## src/rtl/tone_pkg.sv

```systemverilog
// rtl/tone_pkg.sv - shared note table, half-period helper and sequencer state type
package tone_pkg;

  typedef logic [3:0] note_code_t;

  typedef enum logic [1:0] {
    IDLE = 2'd0,
    PLAY = 2'd1,
    FIN  = 2'd2
  } seq_state_t;

  localparam int unsigned NUM_NOTES = 15;

  // Hz per note code: C4..C5, Bb4, A3, D5..A5; code 0 is a rest
  localparam int unsigned FREQ [16] = '{
    0, 262, 294, 330, 349, 392, 440, 494,
    523, 466, 220, 587, 659, 698, 784, 880
  };

  function automatic int unsigned half(input int unsigned clk_hz, input int unsigned code);
    int unsigned h;
    h = 1;
    if (code >= 1 && code <= NUM_NOTES) begin
      h = clk_hz / (2 * FREQ[code]);
    end
    if (h == 0) begin
      h = 1;
    end
    return h;
  endfunction

endpackage

```

## src/rtl/tone_osc.sv

```systemverilog
// rtl/tone_osc.sv - free-running square-wave oscillator, toggles every HALF_CYC clocks
module tone_osc #(
  parameter int unsigned HALF_CYC = 1
) (
  input  logic clk,
  input  logic rst_n,
  output logic tone
);

  localparam int unsigned CW = (HALF_CYC < 2) ? 1 : $clog2(HALF_CYC);
  localparam logic [CW-1:0] TERM = CW'(HALF_CYC - 1);

  logic [CW-1:0] cnt_q, cnt_d;
  logic          tone_q, tone_d;

  always_comb begin
    cnt_d  = cnt_q + CW'(1);
    tone_d = tone_q;
    if (cnt_q == TERM) begin
      cnt_d  = '0;
      tone_d = ~tone_q;
    end
  end

  always_ff @(posedge clk or negedge rst_n) begin
    if (!rst_n) begin
      cnt_q  <= '0;
      tone_q <= 1'b0;
    end else begin
      cnt_q  <= cnt_d;
      tone_q <= tone_d;
    end
  end

  assign tone = tone_q;

endmodule

```

## src/rtl/tone_sequencer.sv

```systemverilog
// rtl/tone_sequencer.sv - key-gated tones plus song RAM player on a shared oscillator bank
// Optional: TONE_SEQ_ARTIC_EN inserts a short silence at the end of every song step.
module tone_sequencer
  import tone_pkg::*;
#(
  parameter int unsigned CLK_HZ     = 25000000,
  parameter int unsigned NUM_KEYS   = 8,
  parameter int unsigned SONG_DEPTH = 256,
  parameter int unsigned TEMPO_W    = 24,
  localparam int unsigned AW        = $clog2(SONG_DEPTH)
) (
  input  logic                clk,
  input  logic                rst_n,
  input  logic                song_mode,
  input  logic [NUM_KEYS-1:0] keys,
  input  logic                wr_en,
  input  logic [AW-1:0]       wr_addr,
  input  logic [3:0]          wr_data,
  input  logic [AW:0]         song_len,
  input  logic [TEMPO_W-1:0]  tempo_div,
  input  logic                loop,
  input  logic                start,
  input  logic                stop,
  output logic [NUM_KEYS-1:0] key_out,
  output logic                song_out,
  output logic                busy,
  output logic                done,
  output logic [AW-1:0]       step_idx
);

  if (NUM_KEYS > NUM_NOTES || NUM_KEYS == 0) begin : g_bad_keys
    $error("tone_sequencer: NUM_KEYS must be in 1..15");
  end

  logic [15:0] osc;
  assign osc[0] = 1'b0;

  for (genvar c = 1; c <= NUM_NOTES; c++) begin : g_osc
    tone_osc #(.HALF_CYC(half(CLK_HZ, c))) u_osc (
      .clk  (clk),
      .rst_n(rst_n),
      .tone (osc[c])
    );
  end

  seq_state_t          state_q, state_d;
  logic [AW-1:0]       step_q, step_d;
  logic [TEMPO_W-1:0]  cnt_q, cnt_d;
  logic [TEMPO_W-1:0]  tdiv_q, tdiv_d;
  logic [AW:0]         len_q, len_d;
  note_code_t          rd_q, rd_d;
  logic [NUM_KEYS-1:0] key_q, key_d;
  logic                song_q, song_d;

  note_code_t ram [SONG_DEPTH];

  logic start_ok, last_tick, last_step, gap;

  always_comb begin
    state_d   = state_q;
    step_d    = step_q;
    cnt_d     = cnt_q;
    tdiv_d    = tdiv_q;
    len_d     = len_q;
    start_ok  = start && (song_len != '0);
    last_tick = (cnt_q == tdiv_q - TEMPO_W'(1));
    last_step = ({1'b0, step_q} == len_q - (AW+1)'(1));

    case (state_q)
      IDLE: begin
        if (start_ok) begin
          state_d = PLAY;
          step_d  = '0;
          cnt_d   = '0;
          len_d   = song_len;
          tdiv_d  = (tempo_div == '0) ? TEMPO_W'(1) : tempo_div;
        end
      end
      PLAY: begin
        if (stop) begin
          state_d = IDLE;
          step_d  = '0;
          cnt_d   = '0;
        end else if (start_ok) begin
          step_d  = '0;
          cnt_d   = '0;
          len_d   = song_len;
          tdiv_d  = (tempo_div == '0) ? TEMPO_W'(1) : tempo_div;
        end else if (last_tick) begin
          cnt_d = '0;
          if (!last_step) begin
            step_d = step_q + AW'(1);
          end else begin
            step_d = '0;
            if (!loop) begin
              state_d = FIN;
            end
          end
        end else begin
          cnt_d = cnt_q + TEMPO_W'(1);
        end
      end
      FIN:     state_d = IDLE;
      default: state_d = IDLE;
    endcase

    // Leaving song mode abandons playback without a done pulse
    if (!song_mode) begin
      state_d = IDLE;
      step_d  = '0;
      cnt_d   = '0;
    end
  end

`ifdef TONE_SEQ_ARTIC_EN
  assign gap = (cnt_q >= tdiv_q - (tdiv_q >> 3));
`else
  assign gap = 1'b0;
`endif

  // Reading at the next step index keeps the RAM word aligned with step_q
  always_comb begin
    rd_d   = ram[step_d];
    key_d  = song_mode ? '0 : (keys & osc[NUM_KEYS:1]);
    song_d = 1'b0;
    if (song_mode && state_q == PLAY && !gap) begin
      song_d = osc[rd_q];
    end
  end

  always_ff @(posedge clk) begin
    if (wr_en && state_q == IDLE) begin
      ram[wr_addr] <= wr_data;
    end
  end

  always_ff @(posedge clk or negedge rst_n) begin
    if (!rst_n) begin
      state_q <= IDLE;
      step_q  <= '0;
      cnt_q   <= '0;
      tdiv_q  <= '0;
      len_q   <= '0;
      rd_q    <= '0;
      key_q   <= '0;
      song_q  <= 1'b0;
    end else begin
      state_q <= state_d;
      step_q  <= step_d;
      cnt_q   <= cnt_d;
      tdiv_q  <= tdiv_d;
      len_q   <= len_d;
      rd_q    <= rd_d;
      key_q   <= key_d;
      song_q  <= song_d;
    end
  end

  assign key_out  = key_q;
  assign song_out = song_q;
  assign busy     = (state_q == PLAY);
  assign done     = (state_q == FIN);
  assign step_idx = step_q;

endmodule

```

## config.mk

```make
export PLATFORM = sky130hd
export DESIGN_NAME = tone_sequencer
export DESIGN_NICKNAME = d
export VERILOG_FILES = /design/src/rtl/tone_pkg.sv /design/src/rtl/tone_osc.sv /design/src/rtl/tone_sequencer.sv
export SDC_FILE = /design/constraint.sdc
export NUM_CORES = 2
export LEC_CHECK = 0
export CAP_MARGIN = 10
export CORE_ASPECT_RATIO = 0.9
export CORE_MARGIN = 4
export CORE_UTILIZATION = 35
export DETAILED_ROUTE_END_ITERATION = 7
export PLACE_DENSITY = 0.56
export SYNTH_ARGS = -nofsm -noshare
export SYNTH_HDL_FRONTEND = slang
export SYNTH_SLANG_ARGS = --single-unit
```

## constraint.sdc

```tcl
create_clock -name clk -period 5.1 [get_ports clk]
set_clock_uncertainty 0.1 [all_clocks]
set_input_delay 1.02 -clock clk [delete_from_list [all_inputs] [get_ports clk]]
set_output_delay 1.02 -clock clk [all_outputs]
set_load 0.02 [all_outputs]
```

==> flow_summary.toml <==
[critical_path]
worstPathArrival_ns = 5.65
r2r_cells = 21
reg2reg_to = "rd_q[0]$_DFF_PN0_"
crit_fanout = 15
rrSetupSlack_ns = 0.01
crit_path_start_kind = "register"
end_kind = "register"
cp-startpoint = "tdiv_q[0]$_DFFE_PN0P_"
worst-setup-path-type = "register to register"
required_ns = 5.66
r2r-start = "tdiv_q[0]$_DFFE_PN0P_"

[cts]
clock-root-buffer = "clkbuf_16"
numCtsBuffers = 136
clk_latency_ns = 0.77
h-tree-depth = 4
holdBufCountCts = 0
clock_path_buffers = 3
cts_tree = "built"
clkSinkCount = 1347
path_clk_slew_ns = 0.06

[global_routing]
grt_overflow_total = 0
track_usage_pct = 18.9
grt_pass1_vias = 38978
antenna_found_initial = 0
grt_pass1_wl_um = 250000
grt_max_degree = 120

[route]
dr.first_iter.drc_count = 4244
firstDrtPassIters = 6
drc = 0
ant_nets = 0
wire_per_inst_um = 23.3
via_count = 39936
routed_wl_um = 170000
via_per_inst = 5.46

[placed_design]
pre_cts_ws_ns = -1.04
dp_cells = 7044
hpwl_um = 107000
gp_congestion = 0.859
port_buffers = 78

[synthesis]
synth_edf_count = 1024
yosys_warnings = 0
yosysUniqueCellTypes = 84
avgSynthCellArea_sq_um = 12.4
syn-num-nets = 4754
postSynthCellCount = 4666
syn-cell-area_sq_mm = 0.0580
ys.flop_type = "edfxtp_1"
async_reset_ff_share_pct = 24.0
ys_seq_area_share_pct = 66.9
ys_ff_latch = 1347

[sta]
finalWorstSetupSlack_ns = 0.0120
tightest_slew_ns = 1.17
holdWs_ns = 0.173
max_freq_ghz = 0.197
slew_headroom_pct = 21.5
rsz0062_at_grt = "yes"
finalHoldViolCount = 0
finalSetupTns_ns = 0
slew_violations = 0
period_share_pct = 99.8
min_period_ns = 5.09
setup-violations-final = 0

[floorplanning]
die_h_um = 394
rows = 141
initial_core_util_pct = 35.3
dieWidth_um = 437
die-area_sq_mm = 0.172
io_pins = 79
core-area_sq_mm = 0.164

[cells_and_area]
n_fill_cell = 15219
syn_to_final_growth_pct = 20.3
nets = 5088
drive_above_1_share_pct = 15.7
diodes = 0
stdcell_count = 7313

[job]
max-cap-violations = 0

[min_path]
min_path_type = "input pin to asynchronous set/reset pin"

[power]
ir_worst_vdd_mv = 0.272
leakagePower_nw = 25.8
p_per_area_mw_per_mm2 = 324
power.total_w = 0.0226

[outcome]
status = "finished clean"
repair_timing:
item                                    in CTS  in global routing
endpoints found under the setup margin       4                  4
cloned                                       1                 11
setup buffers                                0                 22
pin swaps                                    7                 31
endpoints found under the hold margin        0                  0
gates resized for setup                     30                179
flip-flops by register name, summed over array words and instances, names as in the netlist:
register and cells:
ram 1024, g_osc.u_osc.cnt_q 228, cnt_q 24, tdiv_q 24, g_osc.u_osc.tone 15, len_q 9
key_out 8, step_idx 8, rd_q 4, state_q 2, song_out 1
layer usage:
layer | routed length, um | GRT usage [%] | share of wire (%)
met1 | 74500 | 27.4 | 44
met2 | 76300 | 29.0 | 45
met3 | 14500 | 3.56 | 8.5
met4 | 5090 | 5.65 | 3.0
met5 | 0 | 0 | 0
how the worst max path moves through the flow:
stage,endpoint,slack [ns],cells after the start
floorplan,rd_q[0]$_DFF_PN0_,0.87,17
global placement,rd_q[3]$_DFF_PN0_,-1.06,16
detailed placement,rd_q[3]$_DFF_PN0_,-1.04,16
CTS,rd_q[3]$_DFF_PN0_,-0.01,17
global route,rd_q[0]$_DFF_PN0_,-0.16,18
finish,rd_q[0]$_DFF_PN0_,0.01,21
metrics by stage:
step | instance area (sq um) | utilization, %
4_1_cts | 68600 | 41.7
3_5_place_dp | 64000 | 38.9
2_1_floorplan | 58000 | -
3_3_place_gp | 64000 | 38.9
5_1_grt | 69800 | 42.5
6_report | 69800 | 42.5
cells in the mapped netlist (28+ instances only):
master        n  area (sq um)
buf_2        72           360
clkbuf_1    192           721
xnor2_1     110           963
a2111oi_0   108           946
edfxtp_1   1024         30700
o21ai_0      40           200
a32oi_1      28           245
nor3_1       33           165
a221oi_1    118          1030
nand2_1     670          2510
nand3_1     424          2120
ha_1         28           350
nor4_1       58           363
nor2_1      489          1840
dfrtp_1     323          8080
xor2_1      138          1210
nor2b_1      32           200
and3_1      169          1060
nand4_1      63           394
mux2_2       34           383
mux2i_1     125          1250
inv_1        39           146
cell usage in the layout, fill, tap and decap left out, drive strengths merged, types with 28 or more instances in the layout:
cell type / synthesis / layout
a2111oi: 108 / 108
a221oi: 118 / 118
a32oi: 28 / 28
and3: 169 / 169
buf: 108 / 407
clkbuf: 192 / 175
clkdlybuf4s50: 0 / 73
clkinv: 0 / 49
dfrtp: 323 / 323
edfxtp: 1024 / 1024
ha: 28 / 28
inv: 43 / 47
mux2: 34 / 34
mux2i: 125 / 125
nand2: 671 / 672
nand3: 425 / 425
nand4: 64 / 64
nor2: 490 / 490
nor2b: 32 / 32
nor3: 34 / 34
nor4: 61 / 61
o21ai: 44 / 44
xnor2: 110 / 110
xor2: 138 / 138
critical path, cell delays in order, from the launching register on:
cell	delay [ns]
dfrtp_1	0.35
inv_1	0.06
ha_1	0.22
or3_1	0.37
a31o_1	0.21
or4_4	0.55
a211oi_4	0.36
buf_6	0.18
a21bo_4	0.21
nand3_4	0.13
buf_12	0.20
buf_12	0.17
buf_12	0.12
mux2i_1	0.13
a2111oi_1	0.52
buf_4	0.21
nor4_4	0.05
o22ai_1	0.16
buf_4	0.14
nor4b_2	0.04
buf_4	0.14
nor4_1	0.31
power breakdown:
part	leakage (nW)	switching, W	internal [W]	total [W]
clock network	2.12	0.00432	0.00571	0.0100
logic	10.3	0.000448	0.000216	0.000664
registers	13.4	0.0000530	0.0119	0.0119
total	25.8	0.00482	0.0178	0.0226
kinds of logic (layout without fill, tap and decap cells):
logic type | after synthesis | count (layout) | synth area share [%]
adders and majority gates | 28 | 28 | 0.604
muxes | 163 | 163 | 2.97
AOI/OAI and AO/OA | 487 | 487 | 6.72
and+or+nand+nor | 2050 | 2052 | 16.5
xor gates and xnor gates | 248 | 248 | 3.74
buffers and inverters | 343 | 772 | 2.58
DFF | 1347 | 1347 | 66.9
area by class of cell:
| class | count | area (sq um) | area share [%] |
|---|---|---|---|
| flip-flops and latches | 1347 | 38800 | 55.6 |
| repair buffers | 494 | 5020 | 7.19 |
| well taps | 2216 | 2770 | 3.97 |
| clock buffers | 161 | 3640 | 5.22 |
| clock inverters | 74 | 733 | 1.05 |
| inverters | 43 | 181 | 0.260 |
| multi-input cells | 2978 | 18600 | 26.7 |
Note: power is estimated with default switching activity, not from simulation.
